==> src/rtl/watermark_noise_gen_if.sv <==
// rtl/watermark_noise_gen_if.sv - request/plane bundle for the watermark noise generator
// The region mask is carried only when WATERMARK_NOISE_REGION_EN is defined.
interface watermark_noise_gen_if #(
  parameter int WIDTH  = 56,
  parameter int HEIGHT = 24
);
  localparam int NPIX = WIDTH * HEIGHT;

  logic            start;
  logic [31:0]     seed;
  logic [8:0]      density;
`ifdef WATERMARK_NOISE_REGION_EN
  logic [NPIX-1:0] region;
`endif
  logic            busy;
  logic            done;
  logic            valid;
  logic [NPIX-1:0] pixwatermark;

`ifdef WATERMARK_NOISE_REGION_EN
  modport master (output start, seed, density, region,
                  input  busy, done, valid, pixwatermark);
  modport slave  (input  start, seed, density, region,
                  output busy, done, valid, pixwatermark);
`else
  modport master (output start, seed, density,
                  input  busy, done, valid, pixwatermark);
  modport slave  (input  start, seed, density,
                  output busy, done, valid, pixwatermark);
`endif
endinterface

==> src/rtl/watermark_noise_gen.sv <==
// rtl/watermark_noise_gen.sv - LFSR noise plane generator, four pixels per cycle
// Optional WATERMARK_NOISE_REGION_EN masks each pixel with the region input.
module watermark_noise_gen #(
  parameter int WIDTH  = 56,
  parameter int HEIGHT = 24
) (
  input  logic                 clk,
  input  logic                 rst_n,
  watermark_noise_gen_if.slave bus
);
  localparam int NPIX = WIDTH * HEIGHT;
  localparam int N    = NPIX / 4;
  localparam int CW   = (N > 1) ? $clog2(N) : 1;
  localparam logic [CW-1:0] LAST = CW'(N - 1);
  localparam logic [31:0]   TAPS = 32'h80200003;

  typedef enum logic [1:0] {IDLE, RUN, DONE} state_t;

  state_t          state_q, state_d;
  logic [31:0]     lfsr_q, lfsr_d;
  logic [8:0]      dens_q, dens_d;
  logic [CW-1:0]   cnt_q, cnt_d;
  logic [NPIX-1:0] pix_q, pix_d;
  logic            valid_q, valid_d;
  logic            done_q, done_d;
  logic [3:0]      chunk;
  logic [CW+1:0]   base;

  function automatic logic [31:0] lfsr_step(input logic [31:0] s);
    return s[0] ? ((s >> 1) ^ TAPS) : (s >> 1);
  endfunction

  always_ff @(posedge clk or negedge rst_n) begin
    if (!rst_n) begin
      state_q <= IDLE;
    end else begin
      state_q <= state_d;
    end
  end

  always_comb begin
    state_d = state_q;
    case (state_q)
      IDLE, DONE: if (bus.start) state_d = RUN;
      RUN:        if (cnt_q == LAST) state_d = DONE;
      default:    state_d = IDLE;
    endcase
  end

  always_comb begin
    bus.busy         = (state_q == RUN);
    bus.done         = done_q;
    bus.valid        = valid_q;
    bus.pixwatermark = pix_q;
  end

  // Byte j of the current LFSR state decides pixel j of the chunk.
  always_comb begin
    lfsr_d  = lfsr_q;
    dens_d  = dens_q;
    cnt_d   = cnt_q;
    pix_d   = pix_q;
    valid_d = valid_q;
    done_d  = 1'b0;
    chunk   = '0;
    base    = {cnt_q, 2'b00};
    if (state_q != RUN && bus.start) begin
      lfsr_d  = (bus.seed == 32'd0) ? 32'd1 : bus.seed;
      dens_d  = bus.density;
      cnt_d   = '0;
      pix_d   = '0;
      valid_d = 1'b0;
    end else if (state_q == RUN) begin
      for (int j = 0; j < 4; j++) begin
        chunk[j] = ({1'b0, lfsr_q[8*j +: 8]} < dens_q);
      end
`ifdef WATERMARK_NOISE_REGION_EN
      chunk = chunk & bus.region[base +: 4];
`endif
      pix_d[base +: 4] = chunk;
      lfsr_d = lfsr_step(lfsr_q);
      cnt_d  = cnt_q + 1'b1;
      if (cnt_q == LAST) begin
        valid_d = 1'b1;
        done_d  = 1'b1;
      end
    end
  end

  always_ff @(posedge clk or negedge rst_n) begin
    if (!rst_n) begin
      lfsr_q  <= 32'd1;
      dens_q  <= '0;
      cnt_q   <= '0;
      pix_q   <= '0;
      valid_q <= 1'b0;
      done_q  <= 1'b0;
    end else begin
      lfsr_q  <= lfsr_d;
      dens_q  <= dens_d;
      cnt_q   <= cnt_d;
      pix_q   <= pix_d;
      valid_q <= valid_d;
      done_q  <= done_d;
    end
  end
endmodule

==> src/flat_wrapper.sv <==
// flat-port wrapper written by rule: the top's interface ports become plain ports
module watermark_noise_gen_flat 
#(
  parameter int WIDTH  = 56,
  parameter int HEIGHT = 24
)
  (clk, rst_n, bus_start, bus_seed, bus_density, bus_busy, bus_done, bus_valid, bus_pixwatermark);
  watermark_noise_gen_if #(.WIDTH(WIDTH), .HEIGHT(HEIGHT)) bus_i ();
  input  logic clk;
  input  logic rst_n;
  input wire logic [$bits(bus_i.start)-1:0] bus_start;
  input wire logic [$bits(bus_i.seed)-1:0] bus_seed;
  input wire logic [$bits(bus_i.density)-1:0] bus_density;
  output wire logic [$bits(bus_i.busy)-1:0] bus_busy;
  output wire logic [$bits(bus_i.done)-1:0] bus_done;
  output wire logic [$bits(bus_i.valid)-1:0] bus_valid;
  output wire logic [$bits(bus_i.pixwatermark)-1:0] bus_pixwatermark;
  assign bus_i.start = bus_start;
  assign bus_i.seed = bus_seed;
  assign bus_i.density = bus_density;
  assign bus_busy = bus_i.busy;
  assign bus_done = bus_i.done;
  assign bus_valid = bus_i.valid;
  assign bus_pixwatermark = bus_i.pixwatermark;
  watermark_noise_gen #(.WIDTH(WIDTH), .HEIGHT(HEIGHT)) u_core (.clk(clk), .rst_n(rst_n), .bus(bus_i));
endmodule
==> config.mk <==
export PLATFORM = sky130hd
export DESIGN_NAME = watermark_noise_gen_flat
export DESIGN_NICKNAME = d
export VERILOG_FILES = /design/src/rtl/watermark_noise_gen_if.sv /design/src/rtl/watermark_noise_gen.sv /design/src/flat_wrapper.sv
export SDC_FILE = /design/constraint.sdc
export NUM_CORES = 2
export LEC_CHECK = 0
export ABC_AREA = 1
export BUFFER_PORTS_ARGS = -buffer_cell sky130_fd_sc_hd__buf_4
export CAP_MARGIN = 20
export CORE_AREA = 10 10 535 537
export DETAILED_ROUTE_END_ITERATION = 8
export DIE_AREA = 0 0 545 547
export GPL_TIMING_DRIVEN = 1
export MAX_ROUTING_LAYER = met4
export PLACE_DENSITY = 0.36
export REMOVE_ABC_BUFFERS = 1
export SLEW_MARGIN = 20
export SYNTH_ARGS = -nofsm -noshare
export SYNTH_HDL_FRONTEND = slang
export SYNTH_SLANG_ARGS = --single-unit
==> constraint.sdc <==
create_clock -name clk -period 2.73 [get_ports clk]
set_input_delay 0.546 -clock clk [delete_from_list [all_inputs] [get_ports clk]]
set_output_delay 0.546 -clock clk [all_outputs]
set_load 0.1 [all_outputs]
==> results.md <==
- Mean instance size in the synthesized netlist: 8.76 um2
- Fin crit share: 97.0%
- Post-synthesis sequential area ratio: 61.0%
- Remaining global-route overflow: 0
- Ratio of cells with drive above 1 in the final layout: 32.8%
- Library cells used by synthesis: 42
- Placed instance count: 12.1k
- Proportion of register bits with asynchronous set or reset after synthesis: 100%
- Maximum buffer depth of the clock tree: 4
- Number of DRC markers after the initial detailed-route iteration: 4198
- Clock tree from TritonCTS: done
- Final Hold Vio Count: 0
- Total number of clock tree sinks: 1398
- Total setup violations reported at the end of the flow: 0
- Post-DR wirelength/cell: 28.2 um
- Global-route wire length before repair: 482000 um
- Outcome: completed
- Netlist area before placement: 57400 um2
- Final clock skew: 0.0651 ns
- Die W: 545 um
- Type of element capturing the critical path: flip-flop
- Most instantiated flip-flop cell in the synthesis netlist: sky130_fd_sc_hd__dfrtp_1
- Via count of the first global-routing pass: 57.1k
- Final min period: 2.65 ns
- Core Rows: 193
- DRC Markers: 0
- Vias after detailed routing: 56.0k
- Post-detail-place hpwl: 279000 um
- Unrepaired setup endpoints after global routing: yes
- Total of warnings raised by yosys: 0
- CTS Buf Count: 182
- Die area: 298000 um2
- Worst-path clk slew: 0.06 ns
- Clock network latency to the later pin of the worst-skew pair: 0.88 ns
- Pins over their slew limit: 0
- Maximum level of the CTS H-tree: 4
- Largest net degree at the start of global routing: 81
- Maximum operating frequency: 378 MHz
- Worst path arrival time: 3.42 ns
- Post-synth EDFFs: 0
- Gate count of the mapped netlist: 6548
- Maximum Capacitance Violations: 0
- Ratio of routed vias to standard cells: 4.45
- Area growth syn-to-layout: 52.6%
- Core Area: 276000 um2
- Summed area of non-filler cells in the final layout: 87600 um2
- Height of the chip: 547 um
- Final Routed Wirelength: 354000 um
- Number of buffers added on ports: 1390
- Path type of the worst setup path: flip-flop to flip-flop
- Slew @ Worst Pin: 0.833 ns
- Worst slew margin relative to its limit: 44.5%
- Req. time, crit path: 3.50 ns
- GPL Wtd Cong: 0.874
- Instance area after placement: 78800 um2
- Count of antenna-violating nets left after detailed routing: 0
- Fin cells: 12.6k
- Starting density of the core: 20.8%
- Number of synthesized register bits: 1398
- Antenna violations before repair: 21
- Classification of the worst-slack hold path: primary input to flip-flop
- Clock Tree Root: sky130_fd_sc_hd__clkbuf_16
- Num ports: 1391
- DR pass1 iterations: 6
- Total GRT Usage: 23.3%
- Setup crit start kind: flip-flop
- Net count reported at finish: 8783
- Max Fanout on Critical Path: 6
## sequential cells by signal (all words and copies together) (netlist names)
| register | flops |
|---|---|
| u_core.lfsr_q | 32 |
| u_core.cnt_q | 9 |
| u_core.bus.done | 1 |
| u_core.dens_q | 9 |
| u_core.bus.pixwatermark | 1344 |
| u_core.state_q | 2 |
| u_core.bus.valid | 1 |
## layer usage
layer  vias to the layer above  track usage, %  wire length [um]
met3                       329            6.63             27400
met2                      1818            37.8            168000
met1                     28100            28.8            150000
met4                         0            5.09              8470
met5                         -               -                 0
li1                      25700               -                 -
## cell families (layout without fill, tap and decap cells)
| group | Yosys count | after routing | share of synthesized area, % |
|---|---|---|---|
| simple gates | 3142 | 3142 | 22.2 |
| flops | 1398 | 1398 | 61.0 |
| compound gates | 1230 | 1230 | 10.9 |
| buf+inv | 740 | 3033 | 5.05 |
| fa+ha+maj | 33 | 33 | 0.720 |
| xor+xnor | 5 | 5 | 0.135 |
| other cells | 0 | 20 | 0 |
## worst max-delay path, cell delays in order (launching register included)
cell and delay (ns):
sky130_fd_sc_hd__dfrtp_1 0.37, sky130_fd_sc_hd__inv_2 0.11, sky130_fd_sc_hd__ha_1 0.25, sky130_fd_sc_hd__nand2_1 0.07, sky130_fd_sc_hd__nand2_1 0.06, sky130_fd_sc_hd__a21oi_2 0.21, sky130_fd_sc_hd__nand3_4 0.13, sky130_fd_sc_hd__nor2_4 0.16
sky130_fd_sc_hd__buf_12 0.13, sky130_fd_sc_hd__nand4_1 0.23, sky130_fd_sc_hd__buf_6 0.24, sky130_fd_sc_hd__nor2_4 0.08, sky130_fd_sc_hd__buf_6 0.14, sky130_fd_sc_hd__clkinvlp_4 0.18, sky130_fd_sc_hd__o21ai_1 0.18
## per-stage QoR
| stage | hold slack [ns] | setup WS [ns] | setup TNS (ns) | utilization, % |
|---|---|---|---|---|
| 2_1_floorplan | 0.250 | -12.75 | - | - |
| 3_3_place_gp | 0.443 | -0.400 | -87.90 | 28.6 |
| 3_5_place_dp | 0.447 | -0.386 | -86.40 | 28.6 |
| 4_1_cts | 0.00115 | -0.0368 | -0.124 | 31.2 |
| 5_1_grt | 0.0517 | -0.121 | -4.15 | 31.8 |
| 6_report | 0.0493 | 0.0830 | 0 | 31.8 |
## layout by cell type, fill, tap and decap left out, types with 29 or more instances in the layout
master,instances
sky130_fd_sc_hd__clkbuf_16,185
sky130_fd_sc_hd__buf_6,51
sky130_fd_sc_hd__nand2_2,53
sky130_fd_sc_hd__buf_12,141
sky130_fd_sc_hd__inv_1,432
sky130_fd_sc_hd__nand3_2,29
sky130_fd_sc_hd__inv_2,56
sky130_fd_sc_hd__nand4_1,115
sky130_fd_sc_hd__a21oi_1,31
sky130_fd_sc_hd__buf_4,1953
sky130_fd_sc_hd__o21ai_1,336
sky130_fd_sc_hd__clkbuf_8,44
sky130_fd_sc_hd__nor2_1,418
sky130_fd_sc_hd__nand3_1,329
sky130_fd_sc_hd__nand2_1,1977
sky130_fd_sc_hd__dlygate4sd3_1,38
sky130_fd_sc_hd__dfrtp_1,1394
sky130_fd_sc_hd__nor2_2,129
sky130_fd_sc_hd__o21ai_0,762
sky130_fd_sc_hd__o21ai_2,43
sky130_fd_sc_hd__clkbuf_1,39
sky130_fd_sc_hd__nor2_4,55
## area by class of cell
cell class	count	area (um2)
Inverter	515	2050
Multi-Input combinational cell	4410	21000
Clock buffer	266	5330
Clock inverter	53	676
Antenna cell	20	50.0
Timing Repair Buffer	2198	18800
Timing Repair inverter	1	11.3
Fill cell	29000	188000
Tap cell	3705	4640
Sequential cell	1398	35000
## synth_stat cells (all sizes together) (5+ instances only)
cell type	count	area, um2
a21oi	48	240
a31oi	5	31.3
buf	112	543
clkbuf	113	424
dfrtp	1397	35000
ha	33	413
inv	511	1920
nand2	2042	7700
nand3	370	1870
nand4	115	719
nor2	602	2360
nor3	7	56.3
o21ai	1141	5710
o221ai	16	140
o22ai	12	75.1
## repair_timing
item	in CTS	in global routing
setup endpoints to repair	1002	1198
buffers inserted	15	28
pin swaps	21	75
hold endpoints to repair	86	0
hold buffers	39	0
gates resized for setup	163	485
gates cloned	3	3
## final timing paths
kind / start / endpoint / slack (ns) / cells past startpoint
worst max-delay path: u_core.dens_q[6] / u_core.bus.pixwatermark[949] / 0.08 / 14
worst min-delay path: bus_start / u_core.cnt_q[1] / 0.05 / 4
worst max register to register: u_core.dens_q[6] / u_core.bus.pixwatermark[949] / 0.08 / 14
worst min register to register: u_core.state_q[0] / u_core.state_q[0] / 0.45 / 1
max in group asynchronous: rst_n / u_core.bus.pixwatermark[299] / 1.15 / 4
min in group asynchronous: rst_n / u_core.bus.pixwatermark[919] / 0.28 / 2
Power is not shown: default switching activity piles up to over one toggle a cycle in this logic, so the estimate is an artifact.
